===== src/rtl/muxnx1_arb_if.sv =====
// Bundle of upstream FIFO, downstream FIFO and output-word signals for muxnx1_arb.
// master: arbiter side; slave: the FIFOs/consumer side.
interface muxnx1_arb_if #(
  parameter int DATA_SIZE = 10,
  parameter int NUM_CH    = 4,
  parameter int SEL_W     = 2
);
  logic [NUM_CH-1:0]           fifo_empty;
  logic [NUM_CH*DATA_SIZE-1:0] in;
  logic                        fifo_down_almostfull;
  logic [NUM_CH-1:0]           pop;
  logic [DATA_SIZE-1:0]        out;
  logic                        valid;
  logic [SEL_W-1:0]            sel_ch;

  modport master (
    input  fifo_empty, in, fifo_down_almostfull,
    output pop, out, valid, sel_ch
  );

  modport slave (
    output fifo_empty, in, fifo_down_almostfull,
    input  pop, out, valid, sel_ch
  );
endinterface


===== src/rtl/muxnx1_arb.sv =====
// N:1 packet-word multiplexer: pops one upstream FIFO per cycle and registers the word downstream.
// Round-robin with burst lock (MODE 0) or fixed lowest-index priority (MODE 1).
module muxnx1_arb #(
  parameter int DATA_SIZE = 10,
  parameter int NUM_CH    = 4,
  parameter int SEL_W     = 2,
  parameter int MODE      = 0,
  parameter int MAX_BURST = 1
) (
  input  logic         clk,
  input  logic         reset,
  muxnx1_arb_if.master bus
);

  typedef enum logic {IDLE, BURST} state_e;

  state_e                state_q, state_d;
  logic [3:0]            cnt_q, cnt_d;
  logic [SEL_W-1:0]      owner_q, owner_d;
  logic [SEL_W-1:0]      ptr_q, ptr_d;
  logic [SEL_W-1:0]      sel_q, sel_d;
  logic [DATA_SIZE-1:0]  out_q, out_d;
  logic                  valid_q, valid_d;

  logic [NUM_CH-1:0]     req;
  logic [NUM_CH-1:0]     pop;
  logic [SEL_W-1:0]      win;
  logic [SEL_W-1:0]      cand;
  logic                  found;
  logic                  grant;

  // Channel index increment that wraps at NUM_CH, which need not be a power of two.
  function automatic logic [SEL_W-1:0] next_ch(input logic [SEL_W-1:0] ch);
    if (int'(ch) == NUM_CH - 1) return '0;
    return ch + SEL_W'(1);
  endfunction

  always_comb begin
    req   = ~bus.fifo_empty;
    win   = '0;
    found = 1'b0;
    cand  = '0;
    if (MODE == 0 && state_q == BURST && req[owner_q]) begin
      win   = owner_q;
      found = 1'b1;
    end else begin
      cand = (MODE == 0) ? ptr_q : '0;
      for (int i = 0; i < NUM_CH; i++) begin
        if (!found && req[cand]) begin
          win   = cand;
          found = 1'b1;
        end
        cand = next_ch(cand);
      end
    end
    grant = found && !bus.fifo_down_almostfull && reset;
    pop   = '0;
    if (grant) pop[win] = 1'b1;
  end

  // A drained owner ends the burst even when another channel is popped in the same cycle.
  always_comb begin
    state_d = state_q;
    cnt_d   = cnt_q;
    owner_d = owner_q;
    ptr_d   = ptr_q;
    out_d   = out_q;
    sel_d   = sel_q;
    valid_d = grant;
    if (grant) begin
      out_d = bus.in[int'(win)*DATA_SIZE +: DATA_SIZE];
      sel_d = win;
    end
    if (MODE == 0 && !bus.fifo_down_almostfull) begin
      if (state_q == BURST && !req[owner_q]) begin
        cnt_d = '0;
        ptr_d = next_ch(owner_q);
      end else if (grant) begin
        if (state_q == IDLE || win != owner_q) begin
          owner_d = win;
          if (MAX_BURST == 1) begin
            cnt_d = '0;
            ptr_d = next_ch(win);
          end else begin
            cnt_d = 4'd1;
          end
        end else if (int'(cnt_q) + 1 == MAX_BURST) begin
          cnt_d = '0;
          ptr_d = next_ch(owner_q);
        end else begin
          cnt_d = cnt_q + 4'd1;
        end
      end
    end
    state_d = (cnt_d != 4'd0) ? BURST : IDLE;
  end

  always_ff @(posedge clk or negedge reset) begin
    if (!reset) begin
      state_q <= IDLE;
      cnt_q   <= '0;
      owner_q <= '0;
      ptr_q   <= '0;
      out_q   <= '0;
      sel_q   <= '0;
      valid_q <= 1'b0;
    end else begin
      state_q <= state_d;
      cnt_q   <= cnt_d;
      owner_q <= owner_d;
      ptr_q   <= ptr_d;
      out_q   <= out_d;
      sel_q   <= sel_d;
      valid_q <= valid_d;
    end
  end

  assign bus.pop    = pop;
  assign bus.out    = out_q;
  assign bus.valid  = valid_q;
  assign bus.sel_ch = sel_q;

endmodule


===== src/flat_wrapper.sv =====
// flat-port wrapper written by rule: the top's interface ports become plain ports
module muxnx1_arb_flat 
#(
  parameter int DATA_SIZE = 10,
  parameter int NUM_CH    = 4,
  parameter int SEL_W     = 2,
  parameter int MODE      = 0,
  parameter int MAX_BURST = 1
)
  (clk, reset, bus_fifo_empty, bus_in, bus_fifo_down_almostfull, bus_pop, bus_out, bus_valid, bus_sel_ch);
  muxnx1_arb_if #(.DATA_SIZE(DATA_SIZE), .NUM_CH(NUM_CH), .SEL_W(SEL_W)) bus_i ();
  input  logic clk;
  input  logic reset;
  input wire logic [$bits(bus_i.fifo_empty)-1:0] bus_fifo_empty;
  input wire logic [$bits(bus_i.in)-1:0] bus_in;
  input wire logic [$bits(bus_i.fifo_down_almostfull)-1:0] bus_fifo_down_almostfull;
  output wire logic [$bits(bus_i.pop)-1:0] bus_pop;
  output wire logic [$bits(bus_i.out)-1:0] bus_out;
  output wire logic [$bits(bus_i.valid)-1:0] bus_valid;
  output wire logic [$bits(bus_i.sel_ch)-1:0] bus_sel_ch;
  assign bus_i.fifo_empty = bus_fifo_empty;
  assign bus_i.in = bus_in;
  assign bus_i.fifo_down_almostfull = bus_fifo_down_almostfull;
  assign bus_pop = bus_i.pop;
  assign bus_out = bus_i.out;
  assign bus_valid = bus_i.valid;
  assign bus_sel_ch = bus_i.sel_ch;
  muxnx1_arb #(.DATA_SIZE(DATA_SIZE), .NUM_CH(NUM_CH), .SEL_W(SEL_W), .MODE(MODE), .MAX_BURST(MAX_BURST)) u_core (.clk(clk), .reset(reset), .bus(bus_i));
endmodule

===== config.mk =====
export PLATFORM = sky130hd
export DESIGN_NAME = muxnx1_arb_flat
export DESIGN_NICKNAME = d
export VERILOG_FILES = /design/src/rtl/muxnx1_arb_if.sv /design/src/rtl/muxnx1_arb.sv /design/src/flat_wrapper.sv
export SDC_FILE = /design/constraint.sdc
export NUM_CORES = 1
export LEC_CHECK = 0
export ABC_AREA = 0
export BUFFER_PORTS_ARGS = -buffer_cell sky130_fd_sc_hd__buf_2
export CORE_MARGIN = 3
export CORE_UTILIZATION = 30
export CTS_CLUSTER_DIAMETER = 150
export DETAILED_ROUTE_END_ITERATION = 10
export SYNTH_ARGS = -nofsm -noshare
export SYNTH_HDL_FRONTEND = slang
export SYNTH_SLANG_ARGS = --single-unit

===== constraint.sdc =====
create_clock -name clk -period 3.2 [get_ports clk]
set_input_delay 0.48 -clock clk [delete_from_list [all_inputs] [get_ports clk]]
set_output_delay 0.48 -clock clk [all_outputs]
set_load 0.1 [all_outputs]

# --- Word level (Yosys, flattened, before mapping) ---
# Index checks and enable logic that the tools add are counted.
word_totals:
  reg_bits: 22
  inputBits: 47
  elab_cells: 122
op_classes:
  n_addsub: 7
  mul: 1
  magnitude_cmp: 7
  eq_ne: 7
  n_shift: 1
  mux: 69
  bitwise_logic: 4
  n_reduce_logical: 19
op_table:
  columns: ["cell", "count"]
  rows:
  - ["$mux 2", 23]
  - ["$shiftx 40x32->10", 1]
  - ["$mux 1", 34]
  - ["$eq 32x2->1 const B", 1]
  - ["$mux 4", 6]
  - ["$lt 2x3->1 const B", 6]
  - ["$add 2x1->2 const B", 5]
  - ["$bmux 1 s2", 5]
  - ["$eq 2x1->1 const B", 5]
  - ["$logic_and 1x1->1", 8]
  - ["$add 4x1->5 const B", 1]
  - ["$logic_not 1->1", 5]
  - ["$mul 2x3->5 const B", 1]
  - ["$add 4x1->4 const B", 1]
  - ["$not 4->4", 1]
  - ["$reduce_and 4->1", 1]
  - ["$reduce_bool 4->1", 1]
  - ["$not 1->1", 3]
  - ["$reduce_and 3->1", 1]
  - ["$reduce_bool 3->1", 1]
  - ["$demux 1 s2", 1]
  - ["$ge 2x1->1 const B", 1]
  - ["$ne 2x2->1", 1]
  - ["$reduce_bool 2->1", 1]
  - ["$logic_or 1x1->1", 1]

# --- Logic depth before layout (Yosys ltp) ---
logic_depth:
  depth_word: 33
  mapped_depth: 12
  mapped_depth_nobuf: 11

# --- Worst setup path after synthesis ---
# No wires, ideal clock.
synth_timing:
  path_kind: "flip-flop to output port"
  start: "register u_core.ptr_q[0]"
  end: "output bus_pop[0]"
  arrival_time_ns: 3.122
  required_time_ns: 2.720
  slack_ns: -0.402
  stages_incl_launch_ff: 12
  path_buffers: 2
  path_cell_list: "dfrtp_1 > ha_1 > buf_6 > mux2_4 > a221oi_4 > a211oi_1 > or2_1 > o31a_4 > inv_6 > buf_12 > ha_1 > and2_1"
synth_between:
  elab_chain_cells: 25
  elab_cells_between_ends: 53
  cone_classes: "3 x add/sub; 2 x order compare; 3 x eq/ne; 36 x mux; 9 x reduce/logical"
synth_lines:
  columns: ["item", "line_no", "source"]
  rows:
  - ["start: declaration", "muxnx1_arb.sv:20", "logic [SEL_W-1:0] ptr_q, ptr_d;"]
  - ["start signal: assignment", "muxnx1_arb.sv:111", "ptr_q <= ptr_d;"]
  - ["$eq 2x1->1", "muxnx1_arb.sv:34", "if (int'(ch) == NUM_CH - 1) return '0;"]
  - ["$mux 1", "muxnx1_arb.sv:34", null]
  - ["$mux 1", "muxnx1_arb.sv:43", "if (MODE == 0 && state_q == BURST && req[owner_q]) begin"]
  - ["$mux 2", "muxnx1_arb.sv:35", "return ch + SEL_W'(1);"]
  - ["$mux 2", "muxnx1_arb.sv:43", null]
  - ["$eq 2x1->1", "muxnx1_arb.sv:34", null]
  - ["$mux 1", "muxnx1_arb.sv:34", null]
  - ["$mux 1", "muxnx1_arb.sv:43", null]
  - ["[10 not listed]", null, null]
  - ["$mux 2 *", "muxnx1_arb.sv:49", "if (!found && req[cand]) begin"]
  - ["$mux 2 *", "muxnx1_arb.sv:43", null]
  - ["via u_core.win[0]", "muxnx1_arb.sv:27", "logic [SEL_W-1:0] win;"]
  - ["$lt 2x3->1 (implied by the code) or $ge 2x1->1 (tied branches)", "muxnx1_arb.sv:58", "if (grant) pop[win] = 1'b1;"]
  - ["$logic_and 1x1->1 (implied by the code)", "muxnx1_arb.sv:58", null]
  - ["$mux 1 (implied by the code)", "muxnx1_arb.sv:58", null]
  - ["$demux 1 s2 *", null, null]
  - ["$mux 4 *", "muxnx1_arb.sv:58", null]
  - ["end: declaration", "flat_wrapper.sv:17", "output wire logic [$bits(bus_i.pop)-1:0] bus_pop;"]
# The timed path passes the listed nets; every way through them passes the cells marked *. The select of a mux whose other input is x is not followed.

# --- Worst setup path after layout ---
layout_timing:
  start: "register u_core.ptr_q[0]"
  end: "output bus_pop[2]"
# Same word-level chain as after synthesis.

==> flow_metrics.tcl <==
set metrics [dict create \
    fmax_ghz 0.303 \
    required_ps 2720 \
    skew_ps 4.77 \
    synth_flop_cell "dfrtp_1" \
    total_power_mw 2.82 \
    power.switching_mw 1.54 \
    ys_types 55 \
    gp_congestion 0.802 \
    fin_cells 317 \
    start_kind "flip-flop" \
    netlist_top_cells_count "23 x nand2_1, 22 x dfrtp_1, 22 x mux2i_1, 11 x o221ai_1, 8 x ha_1" \
    ctsRootBufferMaster "clkbuf_8" \
    yosys_warnings 0 \
    coreArea_mm2 0.00557 \
    violations "negative setup slack" \
    p_clk_share_pct 7.0 \
    die_w_um 82.2 \
    ioPinCount 64 \
    worstSkewPairLatency_ps 260 \
    numCtsBuffers 3 \
    portBuffers 63 \
    clk_pin_slew_ps 80 \
    max_slew_margin_pct 64.7 \
    grt_use_total_pct 12.5 \
    grt_pass1_vias 1501 \
    clk_path_buf_depth 2 \
    fin_nets 301 \
    fin_crit_ps 3300 \
    worstPathMaxFanout 5 \
    first_pass_iters 4 \
    dieHeight_um 82.2 \
    cap_violations 0 \
    p_int_mw 1.28 \
    arrival_ps 2820 \
    slew_viol_final 0 \
    drt_iter0_markers 60 \
    startpoint "u_core.ptr_q[0]$_DFFE_PN0P_" \
    synth_seq_cells 22 \
    grt_max_degree 23 \
    r2r-start "u_core.ptr_q[0]$_DFFE_PN0P_" \
    finalHoldViolCount 0 \
    cts.htree.levels 1 \
    p_comb_share_pct 77.4 \
    status "finished with violations" \
    peakVddDrop_mv 0.757 \
    antennaDiodeCount 0 \
    grt-ovfl-total 0 \
    synthMostInstantiatedCell "nand2_1" \
    ant_nets 0 \
    rsz0062_at_grt "true" \
    tritoncts "built" \
    grt_pass1_wl_mm 6.82 \
    hpwl_mm 3.51 \
    wl_mm 4.32 \
    num_vias 1589 \
    syn_to_final_growth_pct 34.6 \
    setup_viol 4 \
    via_per_inst 5.01 \
    place_inst 309 \
    hp-class "in2async" \
    crit_path_end_kind "output port" \
    cts.sinks 22 \
    netSwitchingFraction_pct 54.6 \
    n_fill_cell 541 \
    synth_nets 231 \
    seqPwrFrac_pct 15.6 \
    start_util_pct 31.2 \
    powerDensity_mw_per_mm2 1200 \
    routedWlPerCell_um 13.6 \
    rows 27 \
    synth-seq-area-share_pct 31.6 \
    yosys-top-cells-area "dfrtp_1 32%, mux2i_1 13%, ha_1 5.7%" \
    finalCritPeriodShare_pct 103 \
    ys_async_sr_fraction_pct 100 \
    worst_pin_slew_ps 522 \
    syn_area_per_cell_um2 9.90 \
    drive_gt1_share_pct 44.1 \
    synthCells 176 \
    fp.dieArea_mm2 0.00676 \
    synth_top_area_share_pct 31.6 \
    syn-cell-area_mm2 0.00174 \
    fin_ws_ps -97.3 \
    power.leakage_nw 1.15 \
    drc 0 \
    synth_area_leader_cell "dfrtp_1" \
    synth_edf_count 0 \
    antenna_found_initial 0 \
    worstSetupPathType "reg2out" \
]
-- area by class of cell --
type / instances / area (um^2) / area share, %
Clock buffer: 4 / 55.1 / 2.35
Inverter: 9 / 38.8 / 1.65
Multi-Input combinational cell: 136 / 1150 / 49.0
Sequential cell: 22 / 551 / 23.5
Tap cell: 72 / 90.1 / 3.84
Timing Repair Buffer: 74 / 462 / 19.7
-- per-layer routing --
| layer | track usage, % | vias to the layer above | wire length (um) |
|---|---|---|---|
| li1 | - | 794 | - |
| met1 | 16.9 | 774 | 1890 |
| met2 | 21.2 | 19 | 2300 |
| met3 | 2.28 | 2 | 105 |
| met4 | 1.99 | 0 | 27 |
| met5 | 0 | - | 0 |
-- stage by stage --
step | area, um^2 | hold slack (ps) | setup WS, ps | utilization [%] | TNS (ps)
after floorplan | 1750 | 184 | -116 | - | -116
after global placement | 2190 | 468 | 96.7 | 39.2 | 0
after detailed placement | 2190 | 464 | 53.2 | 39.2 | 0
after CTS | 2260 | 197 | -122 | 40.6 | -383
after global routing | 2340 | 199 | -201 | 42.1 | -752
final | 2340 | 192 | -97.3 | 42.1 | -280
-- critical path, stage by stage, from the launching register on --
cell and delay, ps:
dfrtp_1 410, ha_4 300, mux2_4 310, a221oi_4 330, a211oi_2 120, or2_1 250, o31a_4 320, clkinv_4 70
ha_1 130, and2_4 150, buf_12 170
-- power groups by stage --
stage	clock network [mW]	logic, mW	registers (mW)
floorplan	0	1.20	0.957
global placement	0	2.01	0.438
detailed placement	0	2.02	0.440
CTS	0.203	2.06	0.441
global route	0.220	2.34	0.454
finish	0.196	2.18	0.440
-- registers in the layout, indices dropped and copies added (netlist names) --
register and cells:
u_core.bus.valid 1, u_core.ptr_q 2, u_core.cnt_q 4, u_core.state_q 1, u_core.bus.out 10, u_core.owner_q 2
u_core.bus.sel_ch 2
-- worst paths after layout --
check	slack [ps]	depth (start not counted)	endpoint
max	-100	10	bus_pop[2]
min	190	2	u_core.cnt_q[1]$_DFF_PN0_
max reg2reg	220	10	u_core.bus.out[8]$_DFFE_PN0N_
min in group clk	480	2	u_core.bus.sel_ch[1]$_DFFE_PN0N_
min reg2reg	480	2	u_core.bus.sel_ch[1]$_DFFE_PN0N_
max in group asynchronous	2780	2	u_core.bus.out[7]$_DFFE_PN0N_
-- cells by family after synthesis --
group	Yosys count	synth area share, %
compound gates	43	20.3
xor+xnor	2	1.01
flops	22	31.6
mux	29	18.7
buf+inv	18	6.75
simple gates	54	15.9
fa+ha+maj	8	5.75
-- layout by cell type, fill, tap and decap left out, types with 3 or more instances in the layout --
cell type and n:
a21oi_1 3, and2_4 4, buf_12 4, buf_2 59, buf_4 10, clkbuf_8 4, dfrtp_1 22, ha_1 4
ha_4 3, inv_1 7, mux2i_1 22, nand2_1 23, nand3_1 3, nor2_1 7, o211ai_1 3, o21ai_0 3
o21ai_1 6, o221ai_1 11
-- timing repair --
action                                  CTS  global route
endpoints found under the setup margin    4             4
gates resized for setup                   3            13
pin swaps                                 0             7
setup buffers                             0             4
hold buffers                              0             0
Note: power is estimated with default switching activity, not from simulation.
